**config.mk**
```make
export PLATFORM = sky130hd
export DESIGN_NAME = datapath_controller_flat
export DESIGN_NICKNAME = d
export VERILOG_FILES = /design/src/rtl/datapath_controller_if.sv /design/src/rtl/datapath_controller.sv /design/src/flat_wrapper.sv
export SDC_FILE = /design/constraint.sdc
export NUM_CORES = 1
export LEC_CHECK = 0
export ABC_AREA = 1
export ABC_CLOCK_PERIOD_IN_PS = 1800
export CAP_MARGIN = 5
export CORE_MARGIN = 2
export CORE_UTILIZATION = 65
export CTS_BUF_LIST = sky130_fd_sc_hd__clkbuf_8
export CTS_CLUSTER_DIAMETER = 30
export DETAILED_ROUTE_END_ITERATION = 6
export DONT_BUFFER_PORTS = 1
export GPL_TIMING_DRIVEN = 0
export PLACE_DENSITY = 0.88
export SLEW_MARGIN = 20
export SYNTH_ARGS = -nofsm -noshare
export SYNTH_HDL_FRONTEND = slang
export SYNTH_SLANG_ARGS = --single-unit
```
**constraint.sdc**
```tcl
create_clock -name clk -period 1.8 [get_ports clk]
set_input_delay 0.36 -clock clk [delete_from_list [all_inputs] [get_ports clk]]
set_output_delay 0.36 -clock clk [all_outputs]
set_load 0.005 [all_outputs]
```
**src/rtl/datapath_controller_if.sv**
```systemverilog
// Instruction/handshake and datapath control bundle between the
// sequencer (master) and the datapath side (slave).
interface datapath_controller_if;
    logic [15:0] in;
    logic        load;
    logic        s;
    logic        w;
    logic        err;
    logic [2:0]  readnum;
    logic [2:0]  writenum;
    logic        write;
    logic        loada;
    logic        loadb;
    logic        asel;
    logic        bsel;
    logic [1:0]  shift;
    logic [1:0]  ALUop;
    logic        loadc;
    logic        loads;
    logic        vsel;
    logic [15:0] datapath_in;

    modport master (
        input  in, load, s,
        output w, err, readnum, writenum, write,
        output loada, loadb, asel, bsel, shift,
        output ALUop, loadc, loads, vsel, datapath_in
    );

    modport slave (
        output in, load, s,
        input  w, err, readnum, writenum, write,
        input  loada, loadb, asel, bsel, shift,
        input  ALUop, loadc, loads, vsel, datapath_in
    );
endinterface

```
**src/rtl/datapath_controller.sv**
```systemverilog
// Multi-cycle sequencer: latches an instruction word and walks the
// datapath through read/compute/write steps, one state per clock.
module datapath_controller #(
    parameter bit IMM_SEXT = 1'b1
) (
    input logic                  clk,
    input logic                  reset_n,
    datapath_controller_if.master bus
);

    typedef enum logic [2:0] {
        S_WAIT,
        S_DECODE,
        S_GET_A,
        S_GET_B,
        S_CALC,
        S_WRITE_REG,
        S_WRITE_IMM
    } state_t;

    state_t      state, state_nxt;
    logic [15:0] ir;

    logic [2:0]  opc, rn, rd, rm;
    logic [1:0]  op, sh;
    logic [7:0]  imm8;
    logic [15:0] imm_ext;

    assign opc  = ir[15:13];
    assign op   = ir[12:11];
    assign rn   = ir[10:8];
    assign rd   = ir[7:5];
    assign sh   = ir[4:3];
    assign rm   = ir[2:0];
    assign imm8 = ir[7:0];

    assign imm_ext = IMM_SEXT ? {{8{imm8[7]}}, imm8}
                              : {8'h00, imm8};

    logic is_mov_imm, is_mov_reg, is_mvn;
    logic is_add, is_cmp, is_and;

    assign is_mov_imm = (opc == 3'b110) && (op == 2'b10);
    assign is_mov_reg = (opc == 3'b110) && (op == 2'b00);
    assign is_mvn     = (opc == 3'b101) && (op == 2'b11);
    assign is_add     = (opc == 3'b101) && (op == 2'b00);
    assign is_cmp     = (opc == 3'b101) && (op == 2'b01);
    assign is_and     = (opc == 3'b101) && (op == 2'b10);

    // IR only follows load while idle, so a busy instruction stays stable
    always_ff @(posedge clk) begin
        if (!reset_n) begin
            state <= S_WAIT;
            ir    <= '0;
        end else begin
            state <= state_nxt;
            if (state == S_WAIT && bus.load)
                ir <= bus.in;
        end
    end

    always_comb begin
        state_nxt       = state;
        bus.w           = 1'b0;
        bus.err         = 1'b0;
        bus.readnum     = 3'd0;
        bus.writenum    = 3'd0;
        bus.write       = 1'b0;
        bus.loada       = 1'b0;
        bus.loadb       = 1'b0;
        bus.asel        = 1'b0;
        bus.bsel        = 1'b0;
        bus.shift       = 2'b00;
        bus.ALUop       = 2'b00;
        bus.loadc       = 1'b0;
        bus.loads       = 1'b0;
        bus.vsel        = 1'b0;
        bus.datapath_in = 16'h0000;

        unique case (state)
            S_WAIT: begin
                bus.w = 1'b1;
                if (bus.s)
                    state_nxt = S_DECODE;
            end
            S_DECODE: begin
                unique case (1'b1)
                    is_mov_imm:
                        state_nxt = S_WRITE_IMM;
                    is_mov_reg, is_mvn:
                        state_nxt = S_GET_B;
                    is_add, is_cmp, is_and:
                        state_nxt = S_GET_A;
                    default: begin
                        bus.err   = 1'b1;
                        state_nxt = S_WAIT;
                    end
                endcase
            end
            S_GET_A: begin
                bus.readnum = rn;
                bus.loada   = 1'b1;
                state_nxt   = S_GET_B;
            end
            S_GET_B: begin
                bus.readnum = rm;
                bus.loadb   = 1'b1;
                state_nxt   = S_CALC;
            end
            S_CALC: begin
                bus.shift = sh;
                // single-operand ops zero the A side of the ALU
                bus.asel  = is_mov_reg | is_mvn;
                bus.ALUop = is_mov_reg ? 2'b00 : op;
                if (is_cmp) begin
                    bus.loads = 1'b1;
                    state_nxt = S_WAIT;
                end else begin
                    bus.loadc = 1'b1;
                    state_nxt = S_WRITE_REG;
                end
            end
            S_WRITE_REG: begin
                bus.writenum = rd;
                bus.write    = 1'b1;
                state_nxt    = S_WAIT;
            end
            S_WRITE_IMM: begin
                bus.writenum    = rn;
                bus.vsel        = 1'b1;
                bus.write       = 1'b1;
                bus.datapath_in = imm_ext;
                state_nxt       = S_WAIT;
            end
            default:
                state_nxt = S_WAIT;
        endcase
    end

endmodule
```
**src/flat_wrapper.sv**
```systemverilog
// flat-port wrapper written by rule: the top's interface ports become plain ports
module datapath_controller_flat 
#(
    parameter bit IMM_SEXT = 1'b1
)
  (clk, reset_n, bus_in, bus_load, bus_s, bus_w, bus_err, bus_readnum, bus_writenum, bus_write, bus_loada, bus_loadb, bus_asel, bus_bsel, bus_shift, bus_ALUop, bus_loadc, bus_loads, bus_vsel, bus_datapath_in);
  datapath_controller_if bus_i ();
  input logic clk;
  input logic reset_n;
  input wire logic [$bits(bus_i.in)-1:0] bus_in;
  input wire logic [$bits(bus_i.load)-1:0] bus_load;
  input wire logic [$bits(bus_i.s)-1:0] bus_s;
  output wire logic [$bits(bus_i.w)-1:0] bus_w;
  output wire logic [$bits(bus_i.err)-1:0] bus_err;
  output wire logic [$bits(bus_i.readnum)-1:0] bus_readnum;
  output wire logic [$bits(bus_i.writenum)-1:0] bus_writenum;
  output wire logic [$bits(bus_i.write)-1:0] bus_write;
  output wire logic [$bits(bus_i.loada)-1:0] bus_loada;
  output wire logic [$bits(bus_i.loadb)-1:0] bus_loadb;
  output wire logic [$bits(bus_i.asel)-1:0] bus_asel;
  output wire logic [$bits(bus_i.bsel)-1:0] bus_bsel;
  output wire logic [$bits(bus_i.shift)-1:0] bus_shift;
  output wire logic [$bits(bus_i.ALUop)-1:0] bus_ALUop;
  output wire logic [$bits(bus_i.loadc)-1:0] bus_loadc;
  output wire logic [$bits(bus_i.loads)-1:0] bus_loads;
  output wire logic [$bits(bus_i.vsel)-1:0] bus_vsel;
  output wire logic [$bits(bus_i.datapath_in)-1:0] bus_datapath_in;
  assign bus_i.in = bus_in;
  assign bus_i.load = bus_load;
  assign bus_i.s = bus_s;
  assign bus_w = bus_i.w;
  assign bus_err = bus_i.err;
  assign bus_readnum = bus_i.readnum;
  assign bus_writenum = bus_i.writenum;
  assign bus_write = bus_i.write;
  assign bus_loada = bus_i.loada;
  assign bus_loadb = bus_i.loadb;
  assign bus_asel = bus_i.asel;
  assign bus_bsel = bus_i.bsel;
  assign bus_shift = bus_i.shift;
  assign bus_ALUop = bus_i.ALUop;
  assign bus_loadc = bus_i.loadc;
  assign bus_loads = bus_i.loads;
  assign bus_vsel = bus_i.vsel;
  assign bus_datapath_in = bus_i.datapath_in;
  datapath_controller #(.IMM_SEXT(IMM_SEXT)) u_core (.clk(clk), .reset_n(reset_n), .bus(bus_i));
endmodule
```
=== Word level (Yosys, flattened, before mapping) ===
Cells that the tools add are included.

* Reduce and logical (&&, ||, !) cells: 13
* Multipliers: 0
* Magnitude comparators: 0
* Multiplexer cells: 22
* Shifts and indexed selects: 0
* Equality and inequality tests: 12
* Div/mod/pow operators: 0
* Bitwise logic cells: 1
* Add/subtract/negate cells: 0

{| class="wikitable"
|+ Operators by type and width
! kind !! number
|-
| $mux 16 || 1
|-
| $eq 3x3->1 const B || 5
|-
| $pmux 3 s5 || 1
|-
| $mux 1 || 12
|-
| $pmux 3 s2 || 2
|-
| $pmux 3 s3 || 1
|-
| $logic_and 1x1->1 || 7
|-
| $eq 3x2->1 const B || 2
|-
| $mux 2 || 3
|-
| $mux 3 || 2
|-
| $reduce_or 6->1 || 1
|-
| $eq 2x2->1 const B || 2
|-
| $reduce_or 2->1 || 2
|-
| $eq 3x1->1 const B || 1
|-
| $logic_not 3->1 || 1
|-
| $reduce_or 3->1 || 1
|-
| $eq 2x1->1 const B || 1
|-
| $logic_not 2->1 || 1
|-
| $ne 2x2->1 const B || 1
|-
| $or 1x1->1 || 1
|}

* Memory bits (writable): 0
* Register bits: 19
* Input port bits: 20
* Bits in latches: 0
* Memories kept: 0
* Output and inout bits: 36
* Memory bits (read-only): 0

=== Longest topological paths before layout ===
* Word-level depth: 5
* Mapped depth: 7

=== Worst setup path after synthesis ===
OpenSTA, ideal clock, no wires.

* Kind: reg-to-output
* From: register u_core.state[2]
* To: output port bus_datapath_in[10]
* Stages on the path, launching flop included: 6
* Path slack: 0.139 ns
* Required time: 1.440 ns
* Arrival: 1.301 ns
* Cell sequence: dfxtp_1 -> buf_4 -> nand3_1 -> buf_2 -> nor2_1 -> buf_4

* Longest elaborated chain between the ends: 2

{| class="wikitable"
|+ RTL lines
! what !! RTL line !! source
|-
| start: declaration || datapath_controller.sv:21 || <nowiki>state_t state, state_nxt;</nowiki>
|-
| start signal: assignment || datapath_controller.sv:56 || <nowiki>state <= state_nxt;</nowiki>
|-
| $eq 3x3->1 || datapath_controller.sv:80 || <nowiki>unique case (state)</nowiki>
|-
| $mux 16 || datapath_controller.sv:80 ||
|-
| end: declaration || flat_wrapper.sv:27 || <nowiki>output wire logic [$bits(bus_i.datapath_in)-1:0] bus_datapath_in;</nowiki>
|}

Every way passes these cells.

=== Final worst setup path ===
* From: register u_core.state[2]
* To: output port bus_datapath_in[14]

The elaborated chain is that of the path after synthesis.

==> key figures <==
Cells and area
  – Layout area overhead: 8.36%
  – Total Nets Final: 194
  – Final Non-Filler Cells: 198
  – Ant diodes: 0
  – Share of layout cells above drive strength 1: 26.6%

Die
  – DIE HEIGHT: 47.2 µm
  – Initial core utilization: 69.5%
  – # IOs: 56
  – Die ar.: 2230 µm²
  – Core box area: 1750 µm²
  – Die width: 47.2 µm
  – Cell row count: 15

Routing
  – Via density per instance: 5.51
  – DRT Pass-1 Iters: 4
  – Final WL: 2730 µm
  – DRC: 0
  – DR iter-0 viols: 17
  – DRT antenna net count: 0
  – Via count: 1,091
  – WL per Instance: 13.8 µm

Synth
  – Mapped Cells: 168
  – Warnings, synthesis: 0
  – Syn Area/Cell: 7.22 µm²
  – Cell area after synthesis: 1210 µm²
  – Mapped Nets: 188
  – Top-area cell type share of the netlist area: 31.4%
  – Synth top area cells: dfxtp_1 (31%), nand2_1 (9.6%), nand3_2 (7.4%)
  – Seq cells post-synth: 19
  – Sequential-to-total area share from yosys stat: 31.4%
  – Largest area contributor in the netlist: dfxtp_1
  – Yosys cell types: 23

STA
  – Final Hold Fails: 0
  – Layout Skew: 0.000722 ns
  – Clock period minus worst slack: 1.73 ns
  – Fmax: 0.578 GHz
  – Setup-failing EPs final: 0
  – Final Max Tran Viols: 0
  – Setup TNS: 0 ns
  – RSZ-0062 raised after global routing: no
  – Final Cycle Share: 96.1%

Setup path
  – Data arrival time of the worst path: 1.37 ns
  – Critical path fanouts, max: 11
  – Crit path kind: flop to output pin
  – CP Launch Type: flop
  – Setup crit end kind: output pin
  – Setup slack, reg-to-reg: 0.56 ns
  – Worst Path Required: 1.44 ns

Placement
  – RePlAce Congestion: 0.801
  – # port buffers: 0
  – Placed Cells: 193
  – Detailed placer's ending HPWL: 2040 µm

GRT
  – Total gr overflow: 0
  – Largest net degree at the start of global routing: 12
  – GRT Util Overall: 26.0%
  – Vias in the first global route: 919
  – First-pass GRT wire length: 3930 µm
  – Initial antenna violation count: 0

Clock network
  – Clock tree root driver cell: clkbuf_8
  – H-tree depth: 1
  – Clock Path Buffers: 2
  – CTS tree: done
  – Clk_lat worst skew: 0.26 ns
  – CTS Buf Count: 3
  – Clock slew at reported path FFs: 0.07 ns
  – Hold-fix buffers, CTS: 0
  – Clk sinks: 19

Pwr
  – PD cells: 696 nW/µm²
  – Maximum vdd drop: 0.000627 V
  – Pwr Total: 914 µW
  – Lkg Pwr: 0.000552 µW

Run status
  – Run status: finished clean

Worst hold path
  – Hold WC Path Type: primary input to flop

Job
  – Maxcap violations: 0
## metrics by stage
| stage | cell area [µm²] | setup WS, ns | utilization, % | hold slack (ns) |
|---|---|---|---|---|
| after floorplan | 1210 | 0.139 | - | 0.439 |
| after global placement | 1240 | 0.0311 | 71.3 | 0.451 |
| after detailed placement | 1240 | -0.0480 | 71.3 | 0.454 |
| after CTS | 1310 | 0.0415 | 75.1 | 0.228 |
| after global routing | 1310 | 0.0220 | 75.3 | 0.233 |
| final | 1310 | 0.0706 | 75.3 | 0.222 |
## area by class of cell
type / instances / area, µm²
buffer: 16 / 141
clock buffer: 3 / 41.3
clock inverter: 1 / 3.75
fill: 140 / 432
inverter: 26 / 100
multi-input combinational: 108 / 616
sequential: 19 / 380
tap: 25 / 31.3
## layout by cell type (no fill, tap or decap), types with 2 or more instances in the layout
cell and n:
dfxtp_1 19, o22ai_1 6, nand2_1 31, a21oi_1 12
nand3_1 12, buf_4 10, a21oi_2 9, nand3_2 10
clkbuf_8 4, buf_2 2, nor2_1 20, buf_6 2
inv_1 24
## kinds of logic (layout without fill, tap and decap cells)
kind of cell	after synthesis	in the layout	share of synthesized area (%)
flops	19	19	31.4
simple gates	78	79	34.0
other cells	1	1	0.309
compound gates	28	28	15.0
buf+inv	42	46	19.4
## report_power, final
| group | switching, µW | total, µW | internal (µW) |
|---|---|---|---|
| logic | 97.2 | 158 | 61.0 |
| clock network | 137 | 289 | 152 |
| registers | 19.8 | 467 | 447 |
## registers in the layout (all words and copies together) (netlist names)
signal,cells
u_core.state,3
u_core.ir,16
## final timing paths
check | cells after the start | to | start
max | 5 | bus_datapath_in[14] | u_core.state[2]
min | 2 | u_core.state[2] | reset_n
min reg2reg | 2 | u_core.ir[3] | u_core.ir[3]
max reg2reg | 7 | u_core.ir[1] | u_core.state[1]
## layer usage
metal  wire length (µm)  global-route usage [%]
met5                  0                       0
met1               1100                    30.8
met3                103                    5.77
met4                 89                    18.3
met2               1440                    41.4
## timing repair
action                                 in CTS  in global routing
setup buffers                               0                  0
gates resized for setup                     4                  1
endpoints found under the hold margin       0                  0
cloned                                      1                  0
setup endpoints to repair                   9                  8
pin swaps                                   1                  1
## synthesized netlist by cell type
cell	n
nand2_8	1
inv_1	23
o21ai_0	1
nor2_1	21
nor2_8	1
nand3_2	9
buf_12	1
clkbuf_8	1
nand2_1	31
inv_2	1
nand3_1	13
buf_2	3
clkinv_1	1
a21oi_2	9
conb_1	1
nor3_2	1
buf_4	10
buf_6	1
dfxtp_1	19
nand2_4	1
a21oi_1	12
o22ai_1	6
inv_4	1
## worst max-delay path: stages (launching register included)
cell,delay [ns]
dfxtp_1,0.32
buf_4,0.17
nand3_2,0.14
buf_6,0.18
nor2_4,0.15
buf_4,0.14
Power figures use the tool's default switching activity.
